[src/rtl/if_stage.sv]
`timescale 1ns/1ps
// -----------------------------------------------------------------------------
// if_stage
//   Instruction-fetch stage with the IF/ID pipeline register. Owns the PC,
//   keeps at most one request outstanding to instruction memory, parks one
//   response in a skid entry while decode is stalled, and drops wrong-path
//   responses after a redirect.
//
//   Optional feature macro: STATIC_BTFN_EN
//     defined   : static prediction. Backward conditional branches (opcode
//                 1100011 with instr[31]=1) and JAL (1101111) are predicted
//                 taken; the next fetch uses the branch/jump target and
//                 id_pred_taken is set for that instruction.
//     undefined : next fetch is always pc+4 and id_pred_taken stays 0.
//
// Ports
//   clk, rst                      clock (rising edge), async active-high reset
//   imem_req_valid/ready/addr     fetch request handshake, word-aligned address
//   imem_rsp_valid/data           single-cycle response, one per accepted request
//   stall_i                       decode cannot accept; IF/ID holds
//   redirect_valid/redirect_pc    control-flow correction, overrides stall_i
//   id_valid/instr/pc/pc_plus4    IF/ID register contents toward decode
//   id_pred_taken                 fetch continued at a predicted target
// -----------------------------------------------------------------------------
module if_stage #(
  parameter logic [31:0] RESET_PC  = 32'h0000_0000,
  parameter logic [31:0] NOP_INSTR = 32'h0000_0013
) (
  input  logic        clk,
  input  logic        rst,
  output logic        imem_req_valid,
  input  logic        imem_req_ready,
  output logic [31:0] imem_req_addr,
  input  logic        imem_rsp_valid,
  input  logic [31:0] imem_rsp_data,
  input  logic        stall_i,
  input  logic        redirect_valid,
  input  logic [31:0] redirect_pc,
  output logic        id_valid,
  output logic [31:0] id_instr,
  output logic [31:0] id_pc,
  output logic [31:0] id_pc_plus4,
  output logic        id_pred_taken
);

  // REQ: request on the bus; WAIT: response pending; HOLD: skid entry valid,
  // waiting for decode; DRAIN: a stale request is outstanding, its response
  // must be discarded.
  typedef enum logic [1:0] {REQ, WAIT, HOLD, DRAIN} state_t;

  state_t      state;
  logic [31:0] pc;           // address of the request being issued / awaited
  logic [31:0] skid_instr;
  logic [31:0] skid_pc;
  logic        skid_pred;

  logic [31:0] fetch_next_pc;
  logic        fetch_pred;

`ifdef STATIC_BTFN_EN
  logic [31:0] b_imm;
  logic [31:0] j_imm;
  logic        is_bwd_branch;
  logic        is_jal;

  always_comb begin
    b_imm = {{20{imem_rsp_data[31]}}, imem_rsp_data[7], imem_rsp_data[30:25],
             imem_rsp_data[11:8], 1'b0};
    j_imm = {{12{imem_rsp_data[31]}}, imem_rsp_data[19:12], imem_rsp_data[20],
             imem_rsp_data[30:21], 1'b0};
    is_bwd_branch = (imem_rsp_data[6:0] == 7'b1100011) && imem_rsp_data[31];
    is_jal        = (imem_rsp_data[6:0] == 7'b1101111);
    fetch_pred    = is_bwd_branch || is_jal;
    if (is_bwd_branch)   fetch_next_pc = pc + b_imm;
    else if (is_jal)     fetch_next_pc = pc + j_imm;
    else                 fetch_next_pc = pc + 32'd4;
  end
`else
  assign fetch_next_pc = pc + 32'd4;
  assign fetch_pred    = 1'b0;
`endif

  // NOTE: the request is gated by rst directly so nothing is issued while
  // reset is held, yet the first request appears the moment reset drops.
  assign imem_req_valid = (state == REQ) && !rst;
  assign imem_req_addr  = pc;

  // NOTE: every register below is written with <= so all of them update from
  // the same pre-edge values; a blocking write here would leak new state into
  // later decisions in the same block.
  always_ff @(posedge clk or posedge rst) begin
    if (rst) begin
      state         <= REQ;
      pc            <= RESET_PC;
      id_valid      <= 1'b0;
      id_instr      <= NOP_INSTR;
      id_pc         <= RESET_PC;
      id_pc_plus4   <= RESET_PC + 32'd4;
      id_pred_taken <= 1'b0;
      skid_instr    <= NOP_INSTR;
      skid_pc       <= RESET_PC;
      skid_pred     <= 1'b0;
    end else if (redirect_valid) begin
      // Redirect wins over stall: flush IF/ID and the skid (leaving HOLD
      // empties it), restart at the aligned target.
      pc       <= redirect_pc & ~32'h3;
      id_valid <= 1'b0;
      id_instr <= NOP_INSTR;
      case (state)
        REQ:     state <= imem_req_ready ? DRAIN : REQ;
        WAIT:    state <= imem_rsp_valid ? REQ : DRAIN;
        HOLD:    state <= REQ;
        DRAIN:   state <= imem_rsp_valid ? REQ : DRAIN;
        default: state <= REQ;
      endcase
    end else begin
      // Default when decode advances: bubble, overridden below by a new entry.
      if (!stall_i) begin
        id_valid <= 1'b0;
        id_instr <= NOP_INSTR;
      end
      case (state)
        REQ: begin
          if (imem_req_ready) state <= WAIT;
        end
        WAIT: begin
          if (imem_rsp_valid) begin
            pc <= fetch_next_pc;
            if (!stall_i) begin
              id_valid      <= 1'b1;
              id_instr      <= imem_rsp_data;
              id_pc         <= pc;
              id_pc_plus4   <= pc + 32'd4;
              id_pred_taken <= fetch_pred;
              state         <= REQ;
            end else begin
              skid_instr <= imem_rsp_data;
              skid_pc    <= pc;
              skid_pred  <= fetch_pred;
              state      <= HOLD;
            end
          end
        end
        HOLD: begin
          if (!stall_i) begin
            id_valid      <= 1'b1;
            id_instr      <= skid_instr;
            id_pc         <= skid_pc;
            id_pc_plus4   <= skid_pc + 32'd4;
            id_pred_taken <= skid_pred;
            state         <= REQ;
          end
        end
        DRAIN: begin
          if (imem_rsp_valid) state <= REQ;
        end
        default: state <= REQ;
      endcase
    end
  end

endmodule

[config.mk]
export PLATFORM = sky130hd
export DESIGN_NAME = if_stage
export DESIGN_NICKNAME = d
export VERILOG_FILES = /design/src/rtl/if_stage.sv
export SDC_FILE = /design/constraint.sdc
export NUM_CORES = 1
export LEC_CHECK = 0
export BUFFER_PORTS_ARGS = -buffer_cell sky130_fd_sc_hd__buf_2
export CAP_MARGIN = 40
export CORE_UTILIZATION = 43
export CTS_BUF_LIST = sky130_fd_sc_hd__clkbuf_8
export DETAILED_ROUTE_END_ITERATION = 12
export GPL_TIMING_DRIVEN = 0
export MAX_ROUTING_LAYER = met4
export PLACE_DENSITY = 0.73
export SYNTH_ARGS = -nofsm -noshare
export SYNTH_HDL_FRONTEND = slang
export SYNTH_SLANG_ARGS = --single-unit
[constraint.sdc]
create_clock -name clk -period 5.2 [get_ports clk]
set_input_delay 0.26 -clock clk [delete_from_list [all_inputs] [get_ports clk]]
set_output_delay 0.26 -clock clk [all_outputs]
set_load 0.03 [all_outputs]
==> run summary <==
Post-Layout Cell Count: 1636
EDFF count, synth: 0
DPL Wire Length: 21.7 mm
R2R setup slack: 2320 ps
Setup CP Type: flop to flop
Yosys warnings: 0
post-cts resize count: 0
maximum clock insertion buffer count: 2
drt first pass iters: 5
Crit. Startpoint: state[0]$_DFFE_PP0P_
total negative setup slack: 0 ps
final instance area: 0.0122 mm^2
cell count after synthesis: 1059
post-layout min period: 2880 ps
Critical Path Start Type: flop
crit path max fanout: 10
register share of total power: 39.3%
RR Endpoint: id_instr[24]$_DFF_PP0_
Pins Over Slew Limit: 0
final hold violation count: 0
most common cell after layout, fill and taps aside: buf_2
Worst-path clk slew: 100 ps
hold buffer count at cts: 27
pin count of the biggest net entering global routing: 39
R2R depth: 8
DRT Wirelength: 30.1 mm
number of sinks on the clock net: 187
1st-iter DRT viols: 672
share of layout cells above drive strength 1: 24.3%
placed insts: 1574
Wirelength per Cell: 18.4 um
drc violations: 0
switching power total: 2.74 mW
Net Sw Frac: 45.0%
Post-CTS Setup Inserts: 0
Die Y: 155 um
Max rail drop VDD: 252 uV
vias in the first global route: 8763
Hold WS: 12.9 ps
initial antenna violation count: 3
Max Fclk: 347 MHz
ys async rst share: 100%
combinational share of power: 44.4%
GP Congestion: 0.926
slowest CP cell: clkbuf_1
first-pass GRT wire length: 46.9 mm
total congestion overflow: 0
full die area: 0.0240 mm^2
Avg Cell Area, Syn: 9.51 um^2
Mapped Area: 0.0101 mm^2
DP Area: 0.0116 mm^2
P&R area growth vs syn: 21.5%
Rel. slew slack: 44.4%
run status: finished clean
power share of the clock group: 16.3%
dominant synthesized flop cell: dfrtp_1
Worst Tran Pin Value: 834 ps
most frequent CP cell: clkbuf_1
core area: 0.0228 mm^2
number of CTS-inserted buffers: 17
required time of the worst setup path: 5610 ps
CP max stage delay: 480 ps
# port buffers: 188
worst path arrival time: 3290 ps
FP Rows: 55
clock skew: 16.0 ps
Root Buffer: clkbuf_8
clk_lat worst skew: 480 ps
Final nets: 1384
unique cell type count in the Yosys netlist: 52
I/O pins: 201
Final period util: 55.4%
crit path to: id_instr[24]$_DFF_PP0_
RSZ-0062 raised after global routing: no
TritonCTS clock tree: built
register bit total from synthesis: 187
Pwr Density: 498 mW/mm^2
Max Cap Violations: 0
Die X: 155 um
Internal Power: 3.35 mW
vias per inst: 5.45
crit path cell chain: inv_1, ha_1, clkinv_1, a21boi_0, clkbuf_1, clkbuf_1, a22oi_1, nor2_1
Initial Util: 44.2%
post-route ant nets: 0
vias post-DR: 8912
# setup viols final: 0
Seq/Total Area, Yosys: 46.6%
crit path capture type: flop
H-tree levels: 4
Worst Hold Class: input pin to flop
Leak: 5.44 nW
worst reg2reg path startpoint: state[0]$_DFFE_PP0P_
GRT Util Overall: 26.0%
most frequent cells in the layout: buf_2, dfrtp_1, nand2_1
[layout make-up]
cell class	instances	area (um^2)
Antenna cell	3	7.51
Sequential cell	187	4690
Clock buffer	18	248
Multi-Input combinational cell	763	4920
Clock inverter	14	143
Buffer	101	429
Fill cell	2092	10500
Timing Repair Buffer	223	1350
Tap cell	313	392
Inverter	14	56.3
[critical path, delay by kind of cell, from the launching register on]
family	cells	cell delay [ps]
AO/OA/AOI/OAI	2	510
adder cells (fa/ha/maj)	1	320
buffers and inverters	4	1420
flip-flops	1	430
AND/OR/NAND/NOR	1	120
[how the worst min path moves through the flow]
| stage | startpoint | endpoint | slack, ps | cells past startpoint |
|---|---|---|---|---|
| floorplan | redirect_pc[10] | imem_req_addr[10]$_DFFE_PP0P_ | 380 | 2 |
| global placement | id_pc[13]$_DFFE_PP0P_ | id_pc[13]$_DFFE_PP0P_ | 460 | 2 |
| detailed placement | rst | skid_instr[26]$_DFFE_PP0P_ | 210 | 2 |
| CTS | redirect_pc[22] | imem_req_addr[22]$_DFFE_PP0P_ | 0.8 | 3 |
| global route | imem_rsp_data[14] | skid_instr[14]$_DFFE_PP0P_ | 7 | 2 |
| finish | redirect_pc[3] | imem_req_addr[3]$_DFFE_PP0P_ | 10 | 3 |
[metrics by stage]
stage | worst slack, ps | util, % | total power [mW]
floorplan | 2540 | - | 4.20
global placement | 1280 | 50.2 | 5.00
detailed placement | 2420 | 50.8 | 5.09
CTS | 2410 | 53.7 | 6.09
global route | 2090 | 53.7 | 6.44
finish | 2320 | 53.7 | 6.09
[state kept, by name, summed over array words and instances, names as in the netlist]
signal / cells
id_pc: 30
id_valid: 1
id_instr: 32
imem_req_addr: 30
skid_instr: 32
state: 2
skid_pc: 30
id_pc_plus4: 30
[routing by layer]
layer  vias to the layer above  part of all wire, %  track usage (%)
met3                        43                  7.2             5.29
met4                         0                  1.7             7.83
li1                       4206                    -                -
met2                       367                   48             42.3
met1                      4296                   43             32.8
met5                         -                    0                -
[power by group through the flow]
stage               sequential, mW  clock (mW)  combinational (mW)
finish                        2.39       0.995                2.71
global route                  2.44        1.07                2.93
CTS                           2.38        1.01                2.71
detailed placement            2.41           0                2.68
global placement              2.39           0                2.61
floorplan                     2.80           0                1.40
[kinds of logic (layout without fill, tap and decap cells)]
| group | after synthesis | after routing | synth area share [%] |
|---|---|---|---|
| AND/OR/NAND/NOR | 353 | 353 | 16.5 |
| adder cells (fa/ha/maj) | 7 | 7 | 0.870 |
| flip-flops | 187 | 187 | 46.6 |
| multiplexers | 102 | 102 | 10.9 |
| buffers and inverters | 115 | 370 | 4.78 |
| AO/OA/AOI/OAI | 217 | 217 | 13.7 |
| other | 1 | 10 | 0.0372 |
| XOR/XNOR | 77 | 77 | 6.70 |
[Yosys cell counts, types with 27 or more instances]
library cell	count	area [um^2]
dfrtp_1	180	4500
nand2_1	174	653
o21ai_0	118	591
clkbuf_1	74	278
mux2_2	59	664
xnor2_1	48	420
nor2_1	46	173
mux2i_1	43	430
a22oi_1	30	225
a22o_1	29	254
xor2_1	29	254
nand3_1	27	135
No activity file was read; power rests on OpenSTA's default activity.
